`config.mk`:
```
export PLATFORM = sky130hd
export DESIGN_NAME = mips_instr_reg
export DESIGN_NICKNAME = d
export VERILOG_FILES = /design/src/rtl/mips_instr_reg.sv
export SDC_FILE = /design/constraint.sdc
export NUM_CORES = 1
export LEC_CHECK = 0
export CAP_MARGIN = 20
export CORE_ASPECT_RATIO = 0.9
export CORE_UTILIZATION = 46
export CTS_CLUSTER_DIAMETER = 80
export CTS_CLUSTER_SIZE = 25
export DETAILED_ROUTE_END_ITERATION = 16
export GPL_TIMING_DRIVEN = 0
export MAX_ROUTING_LAYER = met4
export PLACE_DENSITY = 0.84
export SLEW_MARGIN = 30
export SYNTH_ARGS = -nofsm -noshare
export SYNTH_HDL_FRONTEND = slang
export SYNTH_SLANG_ARGS = --single-unit
```
`constraint.sdc`:
```
create_clock -name clk -period 5.31 [get_ports clk]
set_input_delay 1.062 -clock clk [delete_from_list [all_inputs] [get_ports clk]]
set_output_delay 1.062 -clock clk [all_outputs]
set_load 0.05 [all_outputs]
```
`src/rtl/mips_instr_reg.sv`:
```
// Byte-assembled MIPS instruction register with fetch-order checking and a completed-fetch counter.
// Optional registered class flags are enabled by defining MIPS_IR_CLASS_EN.
module mips_instr_reg #(
    parameter int unsigned WIDTH = 8,
    parameter int unsigned IRW   = 32,
    parameter int unsigned CNTW  = 16,
    localparam int unsigned NB   = IRW / WIDTH
) (
    input  logic             clk,
    input  logic             reset,
    input  logic [WIDTH-1:0] memdata,
    input  logic [NB-1:0]    irwrite,
    input  logic             err_clr,
    output logic [IRW-1:0]   instr,
    output logic [5:0]       op,
    output logic [4:0]       rs,
    output logic [4:0]       rt,
    output logic [4:0]       rd,
    output logic [5:0]       funct,
    output logic [15:0]      imm,
    output logic             instr_valid,
    output logic             seq_err,
    output logic [CNTW-1:0]  fetch_cnt,
    output logic             is_lb,
    output logic             is_sb,
    output logic             is_rtype,
    output logic             is_beq,
    output logic             is_j,
    output logic             is_ill
);

    localparam int unsigned IW = (NB > 1) ? $clog2(NB) : 1;

    typedef enum logic [1:0] {StIdle, StFill, StDone} state_e;

    state_e          state_q, state_d;
    logic [IRW-1:0]  instr_q, instr_d;
    logic [NB-1:0]   loaded_q, loaded_d;
    logic [IW-1:0]   exp_idx_q, exp_idx_d;
    logic            valid_q, valid_d;
    logic            seq_err_q, seq_err_d;
    logic [CNTW-1:0] fetch_cnt_q, fetch_cnt_d;
    logic [NB-1:0]   start_pat;
    logic [NB-1:0]   lane_pat;

    always_comb begin
        instr_d = instr_q;
        for (int i = 0; i < int'(NB); i++) begin
            if (irwrite[i]) instr_d[i*WIDTH +: WIDTH] = memdata;
        end
    end

    always_comb begin
        start_pat   = {1'b1, {(NB-1){1'b0}}};
        lane_pat    = {{(NB-1){1'b0}}, 1'b1} << exp_idx_q;
        state_d     = state_q;
        loaded_d    = loaded_q;
        exp_idx_d   = exp_idx_q;
        valid_d     = valid_q;
        fetch_cnt_d = fetch_cnt_q;
        // A strobe error in the same cycle overrides err_clr below.
        seq_err_d   = err_clr ? 1'b0 : seq_err_q;

        if (irwrite == '0) begin
            // hold
        end else if (irwrite == start_pat) begin
            state_d   = StFill;
            loaded_d  = start_pat;
            exp_idx_d = IW'(NB - 2);
            valid_d   = 1'b0;
        end else if (state_q == StFill && irwrite == lane_pat) begin
            loaded_d = loaded_q | irwrite;
            if (exp_idx_q == '0) begin
                state_d     = StDone;
                valid_d     = 1'b1;
                fetch_cnt_d = fetch_cnt_q + 1'b1;
            end else begin
                exp_idx_d = exp_idx_q - 1'b1;
            end
        end else begin
            state_d   = StIdle;
            loaded_d  = '0;
            valid_d   = 1'b0;
            seq_err_d = 1'b1;
        end
    end

    always_ff @(posedge clk) begin
        if (reset) begin
            state_q     <= StIdle;
            instr_q     <= '0;
            loaded_q    <= '0;
            exp_idx_q   <= IW'(NB - 1);
            valid_q     <= 1'b0;
            seq_err_q   <= 1'b0;
            fetch_cnt_q <= '0;
        end else begin
            state_q     <= state_d;
            instr_q     <= instr_d;
            loaded_q    <= loaded_d;
            exp_idx_q   <= exp_idx_d;
            valid_q     <= valid_d;
            seq_err_q   <= seq_err_d;
            fetch_cnt_q <= fetch_cnt_d;
        end
    end

    assign instr       = instr_q;
    assign op          = instr_q[31:26];
    assign rs          = instr_q[25:21];
    assign rt          = instr_q[20:16];
    assign rd          = instr_q[15:11];
    assign funct       = instr_q[5:0];
    assign imm         = instr_q[15:0];
    assign instr_valid = valid_q;
    assign seq_err     = seq_err_q;
    assign fetch_cnt   = fetch_cnt_q;

`ifdef MIPS_IR_CLASS_EN
    logic [5:0] class_q, class_d;
    logic       done;

    // valid only rises on a lane-0 completion, since it is always low while filling.
    assign done = valid_d & ~valid_q;

    always_comb begin
        class_d = class_q;
        if (!valid_d) class_d = '0;
        if (done) begin
            case (instr_d[31:26])
                6'b100000: class_d = 6'b100000;
                6'b101000: class_d = 6'b010000;
                6'b000000: class_d = 6'b001000;
                6'b000100: class_d = 6'b000100;
                6'b000010: class_d = 6'b000010;
                default:   class_d = 6'b000001;
            endcase
        end
    end

    always_ff @(posedge clk) begin
        if (reset) class_q <= '0;
        else       class_q <= class_d;
    end

    assign {is_lb, is_sb, is_rtype, is_beq, is_j, is_ill} = class_q;
`else
    assign {is_lb, is_sb, is_rtype, is_beq, is_j, is_ill} = 6'b000000;
`endif

endmodule

```
* Yosys cells after proc, flatten, opt, wreduce, memory -nomap -nowiden
Cells that the tools add are included.
Storage, ports and cells: output and inout bits 99, flip-flop bits (word level) 54
Cells by class: mux-type cells 13, add/sub/neg operators 2, reductions and logical operators 7, bitwise gates (word level) 2, shift-type cells 1, equality and inequality tests 5
Operators by type and width (number):
- adder 16 x 1 -> 16 bit (second input constant) | 1
- two-way mux 2 bit | 6
- two-way mux 1 bit | 7
- == test 4 bit | 1
- == test 4 bit (second input constant) | 1
- logical NOT 4 bit | 1
- AND reduction 4 bit | 1
- left shift 1 x 2 -> 4 bit (first input constant) | 1
- != test 3 x 2 -> 1 bit (second input constant) | 1
- AND reduction 3 bit | 1
- == test 2 x 1 -> 1 bit (second input constant) | 1
- logical NOT 2 bit | 1
- != test 2 bit (second input constant) | 1
- inverter 1 bit | 2
- AND reduction 2 bit | 1
- nonzero test 2 bit | 1
- subtractor 2 x 1 -> 2 bit (second input constant) | 1
- logical AND 1 bit | 1

* Longest topological paths before layout
Gate-level depths: netlist of the first run.
depth after elaboration 6, mapped depth 7, mapped depth without buffers 6

* Worst setup path after synthesis of the first run
OpenSTA, ideal clock, no wires.
path kind input-to-reg, start input irwrite[2], end register fetch_cnt_q[8], in the netlist fetch_cnt[8], path buffers 2, setup slack 2741 ps, stages on the path 6, required time 5178 ps, arrival time 2437 ps, cell sequence buf_4 -> xor2_1 -> or4_4 -> buf_6 -> o41ai_1 -> a21oi_1
Between the ends: word-level cells in the longest chain between the ends 3, elaborated cells on any way between the ends 7, those cells by class eq/ne: 2; bitwise: 2; reduce/logical: 3
RTL lines:
- from (decl) | line 12 | input logic [NB-1:0] irwrite,
- == test 4 bit (tied with other cells) | line 71 | end else if (state_q == StFill && irwrite == lane_pat) begin
- logical AND 1 bit or inverter 1 bit (tied branches)
- AND reduction 4 bit (no source line) *
- to (signal assigned) | line 104 | fetch_cnt_q <= fetch_cnt_d;
- to (decl) | line 42 | logic [CNTW-1:0] fetch_cnt_q, fetch_cnt_d;
Every way passes the cells marked *; elsewhere a longest branch is shown, timed or not. A chain may end at the register's enable or synchronous reset.

* Final worst setup path of the first run
start input irwrite[3], end register fetch_cnt_q[15], in the netlist fetch_cnt[15]
Same word-level chain as after synthesis.

==> flow_summary.json, run 1 <==
{
  "ant_nets": 0,
  "power.internal_w": 0.000654,
  "cpPeakStageDelay_ns": 0.55,
  "totalWireLength_um": 6890,
  "p_leak_nw": 1.63,
  "grtUsageTotal_pct": 24.8,
  "fmaxAchievable_mhz": 347,
  "crit_family": "buffers and inverters",
  "worst_ep_arrival_time_ns": 3.12,
  "max_slew_margin_pct": 49.5,
  "cts_max_level": 2,
  "wl_per_cell_um": 14.5,
  "cp-start-kind": "primary input",
  "root_buffer": "clkbuf_8",
  "cpMaxStageDelayCell": "nor4_2",
  "crit_path_end_kind": "register",
  "drtPass1Iterations": 5,
  "netlist_instances": 294,
  "initial_utilization_pct": 49.1,
  "cts_tree": "done",
  "die_y_um": 74.1,
  "swShare_pct": 33.0,
  "report.final.slew_viol_count": 0,
  "netSwitchingPower_w": 0.000322,
  "grt_overflow": 0,
  "hpwl_um": 5220,
  "gp_congestion": 0.812,
  "fin_area_um2": 3900,
  "area_growth_pct": 47.0,
  "place_area_um2": 3790,
  "yosysUniqueCellTypes": 36,
  "die_area_um2": 6080,
  "pwr-share-seq_pct": 43.7,
  "grt_antenna_before_repair": 0,
  "grt_pass1_wl_um": 11100,
  "die_w_um": 82.1,
  "critical_path_class": "in -> reg",
  "hold_buffers": 0,
  "cts.sinks": 53,
  "antenna_cells": 0,
  "nFillCells": 422,
  "cts_buffers": 5,
  "grt_start_max_net_pins": 16,
  "io_pins": 114,
  "synthArstFlopShare_pct": 0,
  "synthesis.area_um2": 2660,
  "status": "complete, no violations",
  "p_per_area_nw_per_um2": 250,
  "vdd_drop_max_uv": 184,
  "first_global_vias": 2338,
  "drt_iter0_markers": 134,
  "fin_crit_sh_pct": 54.3,
  "max-clock-path-buffers": 2,
  "layout.nets": 429,
  "drc": 0,
  "hp-class": "reg -> reg",
  "rsz0062_at_grt": "false",
  "layout-drive-gt1-share_pct": 17.6,
  "hold_violations": 0,
  "clock_power_share_pct": 27.4,
  "num_rows": 25,
  "tns_ns": 0,
  "syn_avg_cell_area_um2": 9.04,
  "clock_skew_ns": 0.00383,
  "ys_warn_count": 0,
  "worst_ep_required_time_ns": 5.54,
  "vias": 2443,
  "vias_per_cell": 5.13,
  "clk_latency_ns": 0.30,
  "share_comb_of_total_power_pct": 28.9,
  "seq_area_frac_synth_pct": 39.9,
  "synth_edf_count": 0,
  "ys.flop_type": "dfxtp_1",
  "ys_ff_latch": 53,
  "path_buf_inv": 2,
  "fin_crit_ns": 2.88,
  "crit_path_cell_trace": "clkdlybuf4s50_1 > xor2_1 > nor4_2 > clkbuf_1 > nand4_1 > a21oi_1",
  "path_clk_slew_ns": 0.09,
  "cts_resized": 0,
  "cp_max_fo": 10,
  "setup_viol": 0,
  "io_buffers": 103,
  "cap_violations": 0,
  "tightest_slew_ns": 0.752,
  "finalCoreUtilization_pct": 72.1,
  "postCtsSetupBuffers": 0,
  "core_area_um2": 5410
}
-- synthesized netlist by cell type (2+ instances only) --
cell type | count | area share [%]
a21oi_1 | 17 | 3.2
o21ai_0 | 3 | 0.57
mux2i_1 | 34 | 13
buf_6 | 2 | 0.85
and3_1 | 2 | 0.47
nor3_1 | 7 | 1.3
dfxtp_1 | 53 | 40
buf_4 | 50 | 14
nand4_1 | 10 | 2.4
nor2_1 | 37 | 5.2
xor2_1 | 4 | 1.3
ha_1 | 5 | 2.4
a31o_2 | 8 | 2.6
inv_1 | 13 | 1.8
nand2b_1 | 2 | 0.47
o41ai_1 | 3 | 0.99
nand3_1 | 3 | 0.57
clkbuf_1 | 9 | 1.3
nand4b_1 | 4 | 1.3
or3_1 | 2 | 0.47
nand2_1 | 10 | 1.4
and2_1 | 2 | 0.47
-- path summary, 6_finish.rpt --
check                            start                         end  slack [ns]  cells after the start
min reg2reg         seq_err$_SDFF_PP0_          seq_err$_SDFF_PP0_        0.48                      2
max                         irwrite[3]  fetch_cnt[15]$_SDFFE_PP0P_        2.43                      6
max reg2reg  exp_idx_q[1]$_SDFFE_PP1P_  fetch_cnt[15]$_SDFFE_PP0P_        3.03                      7
min                 seq_err$_SDFF_PP0_          seq_err$_SDFF_PP0_        0.48                      2
-- area by class of cell --
type | count | area (um^2) | share of cell area (%)
repair buffers | 103 | 1030 | 26.4
inverters | 13 | 48.8 | 1.25
flip-flops and latches | 53 | 1060 | 27.2
clock inverters | 2 | 35.0 | 0.897
clock buffers | 5 | 68.8 | 1.76
plain buffers | 63 | 440 | 11.3
well taps | 67 | 83.8 | 2.15
multi-input cells | 170 | 1130 | 29.1
-- per-layer routing --
metal	track usage (%)	vias up	part of all wire, %
met4	8.38	0	1.0
met1	28.5	1168	42
met3	4.17	9	5.1
li1	-	1177	-
met5	-	-	0
met2	43.6	89	52
-- through the flow --
stage                     total power (W)  worst slack (ns)  cells  hold slack (ns)
after floorplan                  0.000630              2.74    299            0.526
after global placement           0.000713              2.21    469            0.468
final                            0.000975              2.43    476            0.482
after global routing              0.00101              2.25    476            0.527
after detailed placement         0.000718              2.13    469            0.462
after CTS                        0.000979              2.46    476            0.483
-- cells by family (layout without fill, tap and decap cells) --
family                   count (synthesis)  in the layout  share of synthesized area [%]
AND/OR/NAND/NOR                         85             85                           16.1
buffers and inverters                   76            186                           18.4
flip-flops                              53             53                           39.9
other                                    1              6                          0.141
XOR/XNOR                                 5              5                           1.65
adder cells (fa/ha/maj)                  5              5                           2.36
AO/OA/AOI/OAI                           35             35                           8.62
multiplexers                            34             34                           12.8
-- tightest hold or removal path, delay by kind of cell, from the launching register on --
family | cells | cell delay [ns]
DFF | 1 | 0.32
and+or+nand+nor | 1 | 0.06
AOI/OAI and AO/OA | 1 | 0.06
-- layout by cell type, fill, tap and decap left out, types with 3 or more instances in the layout --
master and instances:
a31o_2 8, clkbuf_8 5, clkdlybuf4s50_1 103, xor2_1 4, buf_4 50, nand4_1 10
o21ai_0 3, mux2i_1 34, nor3_1 5, nand3_1 3, nand2_1 10, dfxtp_1 53
inv_1 13, conb_1 6, nand4b_1 4, a21oi_1 17, clkbuf_1 9, nor2_1 37
o41ai_1 3, ha_1 5
-- power groups by stage --
stage	registers [W]	clock network, W	logic [W]
6_report	0.000426	0.000267	0.000282
5_1_grt	0.000429	0.000285	0.000294
4_1_cts	0.000426	0.000269	0.000283
3_5_place_dp	0.000435	0	0.000282
3_3_place_gp	0.000435	0	0.000279
2_1_floorplan	0.000484	0	0.000146
-- flip-flops by register name, indices dropped and copies added, names as in the netlist --
name       flops
fetch_cnt     16
state_q        2
instr         32
seq_err        1
exp_idx_q      2
Power figures use the tool's default switching activity.
==> run 2: changes to the inputs <==
Settings changed: CORE_UTILIZATION 46 to 42, PLACE_DENSITY 0.84 to 0.78.
Clock period 5.31 ns to 3 ns, I/O delays scaled along.
==> flow_summary.json, run 2 (synthesis results as in run 1) <==
{
  "wl_per_cell_um": 13.2,
  "finalCoreUtilization_pct": 64.0,
  "drtPass1Iterations": 4,
  "root_buffer": "clkbuf_8",
  "reg2reg_setup_slack_ns": 0.84,
  "critical_path_class": "in -> reg",
  "cts_tree": "done",
  "status": "complete, no violations",
  "cp_max_fo": 10,
  "vias_per_cell": 4.81,
  "hpwl_um": 4880,
  "power_w": 0.00166,
  "worst_ep_required_time_ns": 3.24,
  "totalWireLength_um": 6560,
  "cts.sinks": 53,
  "cp-start-kind": "primary input",
  "largest_register_ffs": 32,
  "hold_end": "seq_err$_SDFF_PP0_",
  "first_global_vias": 2292,
  "rsz0062_at_grt": "false",
  "timing.rr.end": "fetch_cnt[6]$_SDFFE_PP0P_",
  "layout.cells.most_common": "clkdlybuf4s50_1",
  "postCtsSetupBuffers": 0,
  "holdWs_ns": 0.495,
  "num_rows": 27,
  "cap_violations": 0,
  "io_buffers": 103,
  "grt_antenna_before_repair": 0,
  "drc": 0,
  "fin_area_um2": 3920,
  "setup_viol": 0,
  "clk_latency_ns": 0.31,
  "report.final.slew_viol_count": 0,
  "rr_startpoint": "exp_idx_q[0]$_SDFFE_PP1P_",
  "rr_worst_depth": 7,
  "p_leak_nw": 1.61,
  "initial_utilization_pct": 43.4,
  "drt_iter0_markers": 195,
  "path_clk_slew_ns": 0.09,
  "hold_violations": 0,
  "hold_buffers": 0,
  "crit_path_end_kind": "register",
  "ant_nets": 0,
  "fin_crit_ns": 2.34,
  "grt_pass1_wl_um": 10600,
  "cts_max_level": 2,
  "io_pins": 114,
  "core_area_um2": 6110,
  "fin_crit_sh_pct": 78.0,
  "whs_path_depth": 2,
  "gp_congestion": 0.839,
  "layout.nets": 429,
  "place_area_um2": 3810,
  "grt_start_max_net_pins": 18,
  "tightest_slew_ns": 0.724,
  "layout-drive-gt1-share_pct": 17.8,
  "cts_resized": 0,
  "grt_overflow": 0,
  "die_y_um": 77.4,
  "vias": 2389,
  "die_w_um": 85.8,
  "min_from": "seq_err$_SDFF_PP0_",
  "final_cell_mix": "clkdlybuf4s50_1, dfxtp_1, buf_4, nor2_1, mux2i_1",
  "clock_skew_ns": 0.00510,
  "fmaxAchievable_mhz": 427,
  "hp-class": "reg -> reg",
  "worst_ep_arrival_time_ns": 2.58,
  "antenna_cells": 0,
  "tns_ns": 0,
  "grtUsageTotal_pct": 20.5,
  "area_growth_pct": 47.4,
  "p_per_area_nw_per_um2": 424,
  "vdd_drop_max_uv": 216,
  "max-clock-path-buffers": 2,
  "max_slew_margin_pct": 51.7,
  "nFillCells": 512,
  "die_area_um2": 6650,
  "cts_buffers": 5
}
## run 2: changes by cell type in the layout (fill, tap and decap cells not counted), sizes merged
cell,before,now
clkinvlp,0,3
bufinv,1,0
clkinv,1,0
## run 2: layout make-up
type | instances | area, um^2 | share of cell area (%)
Clock buffer | 5 | 68.8 | 1.76
Clock inverter | 3 | 22.5 | 0.575
Tap cell | 87 | 109 | 2.78
Timing Repair Buffer | 103 | 1030 | 26.3
Multi-Input combinational cell | 170 | 1130 | 29.0
Inverter | 13 | 48.8 | 1.25
Sequential cell | 53 | 1060 | 27.1
Buffer | 63 | 440 | 11.2
## run 2: worst max path at each step
stage | to | start | slack (ns) | cells past startpoint
global route | fetch_cnt[15]$_SDFFE_PP0P_ | irwrite[3] | 0.51 | 6
finish | fetch_cnt[6]$_SDFFE_PP0P_ | irwrite[3] | 0.66 | 6
CTS | fetch_cnt[7]$_SDFFE_PP0P_ | irwrite[3] | 0.70 | 6
floorplan | fetch_cnt[8]$_SDFFE_PP0P_ | irwrite[2] | 0.89 | 6
detailed placement | fetch_cnt[7]$_SDFFE_PP0P_ | irwrite[3] | 0.37 | 6
global placement | fetch_cnt[13]$_SDFFE_PP0P_ | irwrite[3] | 0.38 | 6
## run 2: report_power, final
group | internal (W) | total [W] | switching, W
clock network | 0.000164 | 0.000409 | 0.000245
registers | 0.000731 | 0.000756 | 0.0000259
logic | 0.000183 | 0.000496 | 0.000313
total | 0.00108 | 0.00166 | 0.000584
## run 2: metal layers
metal  track usage (%)  vias to the layer above  wire length [um]
li1                  -                     1185                 -
met1              25.3                     1114              2990
met2              34.7                       85              3190
met3              4.68                        5               342
met4              3.83                        0                46
met5                 -                        -                 0
## run 2: stage by stage
| step | instances | setup WS, ns |
|---|---|---|
| 6_report | 497 | 0.660 |
| 5_1_grt | 497 | 0.508 |
| 4_1_cts | 497 | 0.700 |
| 3_5_place_dp | 489 | 0.367 |
| 2_1_floorplan | 299 | 0.893 |
| 3_3_place_gp | 489 | 0.380 |
## run 2: worst max-delay path, cell delays in order
cell and delay, ns:
clkdlybuf4s50_1 0.49, xor2_1 0.22, nor4_2 0.51, clkbuf_1 0.44, nand4_1 0.16, a21oi_1 0.16
